### src/rtl/demux5_hold.sv
// demux5_hold: 1-to-5 registered demultiplexer with per-slot valid/ack
// handshake, plus a sticky illegal-select flag and saturating drop counter.

// One holding slot: a data register and a valid bit with consumer ack.
module demux5_slot #(
   parameter int WIDTH = 16
) (
   input  logic             clk,
   input  logic             rst_n,
   input  logic             wr,
   input  logic [WIDTH-1:0] din,
   input  logic             ack,
   output logic [WIDTH-1:0] data,
   output logic             valid
);
   logic [WIDTH-1:0] data_q, data_d;
   logic             valid_q, valid_d;

   // Write wins over ack so an ack plus accept on one edge keeps the slot full.
   // Data is left untouched on ack; only the valid bit drops.
   always_comb begin
      data_d  = data_q;
      valid_d = valid_q;
      if (wr) begin
         data_d  = din;
         valid_d = 1'b1;
      end else if (ack && valid_q) begin
         valid_d = 1'b0;
      end
   end

   // Slot state registers.
   always_ff @(posedge clk or negedge rst_n) begin
      if (!rst_n) begin
         data_q  <= '0;
         valid_q <= 1'b0;
      end else begin
         data_q  <= data_d;
         valid_q <= valid_d;
      end
   end

   assign data  = data_q;
   assign valid = valid_q;
endmodule

module demux5_hold #(
   parameter int WIDTH = 16,
   parameter int CNT_W = 8
) (
   input  logic             clk,
   input  logic             rst_n,
   input  logic [WIDTH-1:0] din,
   input  logic [2:0]       sel,
   input  logic             in_valid,
   output logic             in_ready,
   output logic [WIDTH-1:0] out1,
   output logic [WIDTH-1:0] out2,
   output logic [WIDTH-1:0] out3,
   output logic [WIDTH-1:0] out4,
   output logic [WIDTH-1:0] out5,
   output logic [4:0]       out_valid,
   input  logic [4:0]       out_ack,
   input  logic             clr_err,
   output logic             sel_err,
   output logic [CNT_W-1:0] drop_cnt
);
   localparam int NUM_SLOTS = 5;

   logic [NUM_SLOTS-1:0]            sel_oh;
   logic [NUM_SLOTS-1:0]            slot_free;
   logic [NUM_SLOTS-1:0]            slot_wr;
   logic [NUM_SLOTS-1:0][WIDTH-1:0] slot_data;
   logic                            sel_legal;
   logic                            accept;
   logic                            acc_ill;

   logic             sel_err_q, sel_err_d;
   logic [CNT_W-1:0] drop_cnt_q, drop_cnt_d;
   logic [CNT_W-1:0] cnt_base;

   // One-hot decode of sel; selects 5..7 decode to all zeros.
   genvar k;
   generate
      for (k = 0; k < NUM_SLOTS; k++) begin : g_slot
         assign sel_oh[k]    = (sel == 3'(k));
         assign slot_free[k] = !out_valid[k] || out_ack[k];
         assign slot_wr[k]   = accept && sel_oh[k];

         demux5_slot #(.WIDTH(WIDTH)) u_slot (
            .clk   (clk),
            .rst_n (rst_n),
            .wr    (slot_wr[k]),
            .din   (din),
            .ack   (out_ack[k]),
            .data  (slot_data[k]),
            .valid (out_valid[k])
         );
      end
   endgenerate

   assign sel_legal = |sel_oh;
   // Illegal words are always taken (and dropped); legal ones wait for room.
   assign in_ready  = rst_n && (!sel_legal || |(sel_oh & slot_free));
   assign accept    = in_valid && in_ready;
   assign acc_ill   = accept && !sel_legal;

   // Clear applies before the increment, so clear plus illegal accept gives 1.
   always_comb begin
      cnt_base   = clr_err ? '0 : drop_cnt_q;
      drop_cnt_d = cnt_base;
      if (acc_ill && (cnt_base != {CNT_W{1'b1}}))
         drop_cnt_d = cnt_base + CNT_W'(1);
      sel_err_d  = (clr_err ? 1'b0 : sel_err_q) || acc_ill;
   end

   // Debug error state registers.
   always_ff @(posedge clk or negedge rst_n) begin
      if (!rst_n) begin
         sel_err_q  <= 1'b0;
         drop_cnt_q <= '0;
      end else begin
         sel_err_q  <= sel_err_d;
         drop_cnt_q <= drop_cnt_d;
      end
   end

   assign sel_err  = sel_err_q;
   assign drop_cnt = drop_cnt_q;
   assign out1     = slot_data[0];
   assign out2     = slot_data[1];
   assign out3     = slot_data[2];
   assign out4     = slot_data[3];
   assign out5     = slot_data[4];
endmodule

### config.mk
export PLATFORM = sky130hd
export DESIGN_NAME = demux5_hold
export DESIGN_NICKNAME = d
export VERILOG_FILES = /design/src/rtl/demux5_hold.sv
export SDC_FILE = /design/constraint.sdc
export NUM_CORES = 1
export LEC_CHECK = 0
export ABC_AREA = 1
export CORE_ASPECT_RATIO = 1.1
export CORE_UTILIZATION = 53
export CTS_BUF_LIST = sky130_fd_sc_hd__clkbuf_2
export DETAILED_ROUTE_END_ITERATION = 6
export PLACE_DENSITY = 0.95
export REMOVE_ABC_BUFFERS = 1
export SLEW_MARGIN = 40
export SYNTH_ARGS = -nofsm -noshare
export SYNTH_HDL_FRONTEND = slang
export SYNTH_SLANG_ARGS = --single-unit
### constraint.sdc
create_clock -name clk -period 3.3 [get_ports clk]
set_clock_uncertainty 0.05 [all_clocks]
set_input_delay 0.495 -clock clk [delete_from_list [all_inputs] [get_ports clk]]
set_output_delay 0.495 -clock clk [all_outputs]
set_load 0.01 [all_outputs]
* After elaboration in Yosys (flattened, before gate mapping) *
Index checks and enable logic that the tools add are counted.
Widths: inputs -> output; s select.

storage, ports and cells
  bits of input ports = 28
  logic and storage cells = 67
  bits in registers = 94
  output and inout bits = 95

cells by class
  muxes and demuxes = 13
  add/subtract/negate cells = 1
  equality and inequality tests = 5
  reduce and logical (&&, ||, !) cells = 35
  bitwise operators = 1

operator list
  operator             number
  $mux 8               2
  $logic_and 1x1->1    14
  $mux 1               11
  $reduce_bool 2->1    5
  $reduce_or 5->1      2
  $add 8x1->8 const B  1
  $ne 8x8->1 const B   1
  $logic_or 1x1->1     7
  $eq 3x2->1 const B   2
  $logic_not 1->1      6
  $and 5x5->5          1
  $eq 3x1->1 const B   1
  $eq 3x3->1 const B   1
  $logic_not 3->1      1

* Longest topological paths before layout *
  depth after elaboration = 10
  mapped depth = 10
  mapped depth without buffers = 9

* By module *
From an unflattened synthesis, not the netlist that was laid out.

second synthesis, totals
  cell total of the unflattened synthesis = 486
  area total of the unflattened synthesis = 4194.0 um2

modules (own cells, without submodules)
  module       area each (um2)  times used  seq. area each (um2)  cells each
  demux5_slot  675.6            5           425.4                 72
  demux5_hold  815.8            1           225.2                 126

* Worst setup path before layout *
No wires, ideal clock.

  path kind = input -> output
  start point = in sel[2]
  end point = out in_ready
  data required time = 2.755 ns
  cell stages on the path = 7
  path slack = 1.434 ns
  buffers on the path = 2
  arrival time = 1.321 ns
  path through = buf_6 nor2_8 nand2_2 nand3_1 nor2_1 nor2_4 buf_2

on the way
  word-level cells in the longest chain between the ends = 5
  elaborated cells between the ends (all ways) = 11
  those cells by class = 4 x eq/ne; 1 x bitwise; 6 x reduce/logical

RTL lines
  what                                                       RTL line  text
  start, declared                                            54        input logic [2:0] sel,
  $eq 3x1->1, or another cell as far along                   86        assign sel_oh[k] = (sel == 3'(k));
  $and 5x5->5 / $reduce_or 5->1 (equally long branches)      104, 102
  $reduce_or 5->1 / $logic_not 1->1 (equally long branches)  104       assign in_ready = rst_n && (!sel_legal || |(sel_oh & slot_free));
  $logic_or 1x1->1 (*)                                       104
  $logic_and 1x1->1 (*)                                      104
  end, declared                                              56        output logic in_ready,

Every way passes the cells marked *; elsewhere a longest branch is shown, timed or not.

* Worst setup path after layout *
Same ends and word-level chain as after synthesis.

==> PnR_summary.wiki <==
{| class="wikitable"
! Metric !! Value
|-
| Total global routing track utilization || 29.5%
|-
| Total overflow reported by the global router || 0
|-
| Global-route wire length before repair || between 15 and 20 mm
|-
| Worst max-slew margin expressed relative to the limit || 50.3%
|-
| Top-count cell post-synth || sky130_fd_sc_hd__nand2_1
|-
| Post-synthesis register bit count || 94
|-
| CORE AREA || 7870 um^2
|-
| Critical path endpoint category || primary output
|-
| Share of cells above drive strength 1 || ~7.6%
|-
| Routed vias || about 4000
|-
| Internal || approximately 2100 uW
|-
| Source-to-sink clock delay at the later pin of the worst-skew pair || 0.58 ns
|-
| Fill cells || 578
|-
| Resized cells post-CTS || 0
|-
| Worst r2r src || g_slot[2].u_slot.valid
|-
| Via count of the first global-routing pass || 3868
|-
| Number of library cell types mapped by synthesis || 26
|-
| Count of endpoints failing setup in the final report || 0
|-
| Die boundary width || 87.9 um
|-
| Number of remaining DRC errors || 0
|-
| Layout overhead on the synthesized area || 31.4%
|-
| Result of the run || finished clean
|-
| Arrival time worst endpoint || 2.39 ns
|-
| Synth top area share || 54.7%
|-
| DR WL/cell || 17.1 um
|-
| TritonCTS clock tree || done
|-
| Worst IR Drop VDD || ~260 uV
|-
| Worst hold path startpoint || in_valid
|-
| Antenna diodes || 0
|-
| Share of power burned in the clock network || 20.1%
|-
| DP Wirelength || 8.13 mm
|-
| Maximum number of pins on one net before global-route repair || 81
|-
| Initial DRT Pass Iterations || 7
|-
| Sequential share of power || 48.7%
|-
| Async S/R FF share, synth || 100%
|-
| Post-synthesis cell type with the largest combined area || sky130_fd_sc_hd__dfrtp_1
|-
| Flip-flop and latch area || 2350 um^2
|-
| RSZ-0062 raised after global routing || no
|-
| Sequential area share after synthesis || 54.7%
|-
| Final critical path time including I/O delays and setup || 2.94 ns
|-
| Top-level port count || roughly 120
|-
| Number of buffers inserted during clock tree synthesis || 9
|-
| Cell area after synthesis || between 4000 and 5000 um^2
|-
| Max layer used || met4
|-
| Antenna violations before repair || 0
|-
| Power per cell area || 551 nW/um^2
|-
| Per-cell via count in the routed design || between 5 and 6
|-
| Port-buffer cells || between 100 and 150
|-
| Clock slew at the register clock pins of the worst setup and hold paths || between 0.2 and 0.3 ns
|-
| Worst min-delay path endpoint || g_slot[0].u_slot.data[6]
|-
| Gate count of the mapped netlist || 483
|-
| Predominant post-synthesis flop cell || sky130_fd_sc_hd__dfrtp_1
|-
| Endpoint of the worst register-to-register path || g_slot[3].u_slot.data[9]
|-
| Worst Hold Class || primary input to flop
|-
| Switching share of power || ~33%
|-
| CTS Buffer Depth || 2
|-
| Post-route ant nets || 0
|-
| Number of flops mapped to enable cells by yosys || 0
|-
| Effective utilization at floorplan || 54.7%
|-
| Number of max-slew violations in the final report || 0
|-
| Detailed-route wire length on metal 1 || roughly 4.6 mm
|-
| Starting DRC count in detailed routing || 283
|-
| Utilization after layout || 71.9%
|-
| Max-capacitance violation count || 0
|-
| Slack of the worst reg-to-reg path || about 1.3 ns
|-
| Floorplan die area || 8490 um^2
|-
| Count of endpoints failing hold in the final timing report || 0
|-
| Share of the clock period used by the worst path || 89.0%
|-
| Commonest cells in the synthesized netlist || sky130_fd_sc_hd__nand2_1 (200), sky130_fd_sc_hd__dfrtp_1 (94), sky130_fd_sc_hd__nand4_1 (81)
|-
| Worst Setup Start Kind || primary input
|-
| Number of clock sinks || 94
|-
| Total number of nets in the final design || 620
|-
| Sum of met2 wire segment lengths after detailed routing || 6.09 mm
|-
| Critical-path maximum fanout || 8
|-
| Worst-case reg-to-reg path depth || 8
|-
| H-tree level count || 3
|-
| Number of synthesis warnings || 0
|-
| Critical setup path kind || primary input to primary output
|-
| FP Rows || 34
|-
| Root Driver || sky130_fd_sc_hd__clkbuf_2
|-
| Cell count of the worst hold path || 3
|-
| Max Fclk || 341 MHz
|-
| Leak pwr || 0.00280 uW
|-
| Gpl congestion || 0.821
|-
| Proportion of power drawn by combinational gates || 31.1%
|-
| Multi-input logic area || 1640 um^2
|-
| Met3 wire length || 1.08 mm
|-
| Synth area leaders || sky130_fd_sc_hd__dfrtp_1 (55%), sky130_fd_sc_hd__nand2_1 (17%), sky130_fd_sc_hd__nand4_1 (12%)
|-
| Setup tns final || 0 ns
|-
| Reported net switching power || around 1000 uW
|-
| Required time worst endpoint || around 2.8 ns
|-
| Drt total wl || 12.0 mm
|-
| Height of the die || a little under 100 um
|-
| Transition at the pin with the smallest max-transition slack || 0.746 ns
|-
| Mean post-synth cell area || approximately 9 um^2
|}
==> placed cells by master, fill, tap and decap left out, types with 2 or more instances in the layout <==
master / Yosys / routed
sky130_fd_sc_hd__nand2_1: 200 / 200
sky130_fd_sc_hd__clkdlybuf4s50_1: 0 / 120
sky130_fd_sc_hd__dfrtp_1: 94 / 94
sky130_fd_sc_hd__nand4_1: 81 / 81
sky130_fd_sc_hd__inv_1: 22 / 22
sky130_fd_sc_hd__nor2_1: 13 / 13
sky130_fd_sc_hd__nand3_1: 10 / 10
sky130_fd_sc_hd__buf_4: 8 / 10
sky130_fd_sc_hd__clkbuf_2: 0 / 9
sky130_fd_sc_hd__nor2_2: 5 / 5
sky130_fd_sc_hd__nand4_4: 5 / 5
sky130_fd_sc_hd__nand2_2: 2 / 2
sky130_fd_sc_hd__xor2_1: 2 / 2
sky130_fd_sc_hd__o21ai_0: 2 / 2
sky130_fd_sc_hd__xnor2_1: 2 / 2
sky130_fd_sc_hd__inv_6: 0 / 2
==> logic make-up (layout without fill, tap and decap cells) <==
group	count (synthesis)	count (layout)	share of synthesized area, %
AOI/OAI and AO/OA	5	5	0.872
buffers and inverters	59	172	7.15
DFF	94	94	54.7
xor gates and xnor gates	4	4	0.814
adders and majority gates	1	1	0.291
and+or+nand+nor	320	320	36.2
==> state kept, by name, summed over array words and instances (netlist names) <==
name                 flops
g_slot.u_slot.valid      5
drop_cnt                 8
sel_err                  1
g_slot.u_slot.data      80
==> layer usage <==
layer,up-vias,global-route usage (%)
met5,-,0
met4,0,15.2
met3,25,6.12
met2,226,49.9
met1,1943,35.8
li1,1822,-
==> per-stage QoR <==
step / power [uW] / setup WS, ns / cells / instance area [um^2] / hold WS (ns)
2_1_floorplan: 1850 / 0.908 / 447 / 4080 / 0.149
3_3_place_gp: 2460 / 0.496 / 687 / 5510 / 0.411
3_5_place_dp: 2500 / 0.375 / 687 / 5510 / 0.415
6_report: 3120 / 0.363 / 704 / 5660 / 0.309
4_1_cts: 3120 / 0.360 / 704 / 5650 / 0.284
5_1_grt: 3270 / 0.260 / 704 / 5660 / 0.300
==> layout make-up <==
| type | count | area share [%] |
|---|---|---|
| sequential | 94 | 41.6 |
| inverter | 23 | 1.53 |
| multi-input combinational | 330 | 29.1 |
| tap | 108 | 2.39 |
| clock buffer | 9 | 0.796 |
| clock inverter | 7 | 1.61 |
| timing repair buffer | 133 | 23.0 |
==> how the worst max path moves through the flow <==
stage | startpoint | to | slack, ns | depth (start not counted)
2_1_floorplan | sel[1] | in_ready | 0.91 | 6
3_3_place_gp | sel[2] | in_ready | 0.50 | 7
3_5_place_dp | sel[2] | in_ready | 0.37 | 7
4_1_cts | sel[2] | in_ready | 0.36 | 7
5_1_grt | sel[2] | in_ready | 0.26 | 7
6_report | sel[2] | in_ready | 0.36 | 7
==> worst max-delay path: stages <==
cell	delay, ns
sky130_fd_sc_hd__clkdlybuf4s50_1	0.63
sky130_fd_sc_hd__nor2_1	0.24
sky130_fd_sc_hd__nand3_1	0.14
sky130_fd_sc_hd__nand3_1	0.11
sky130_fd_sc_hd__nor2_1	0.07
sky130_fd_sc_hd__nor2_4	0.13
sky130_fd_sc_hd__clkdlybuf4s50_1	0.56
==> what timing repair did <==
action	in CTS	in global routing
endpoints found under the setup margin	0	0
setup buffers	0	0
hold endpoints to repair	33	0
hold buffers	1	0
==> power by group through the flow <==
stage,clock network [uW],logic (uW),registers [uW]
2_1_floorplan,0,232,1620
3_3_place_gp,0,937,1530
3_5_place_dp,0,972,1530
4_1_cts,629,976,1510
5_1_grt,672,1050,1540
6_report,628,971,1520
Note: power is estimated with default switching activity, not from simulation.
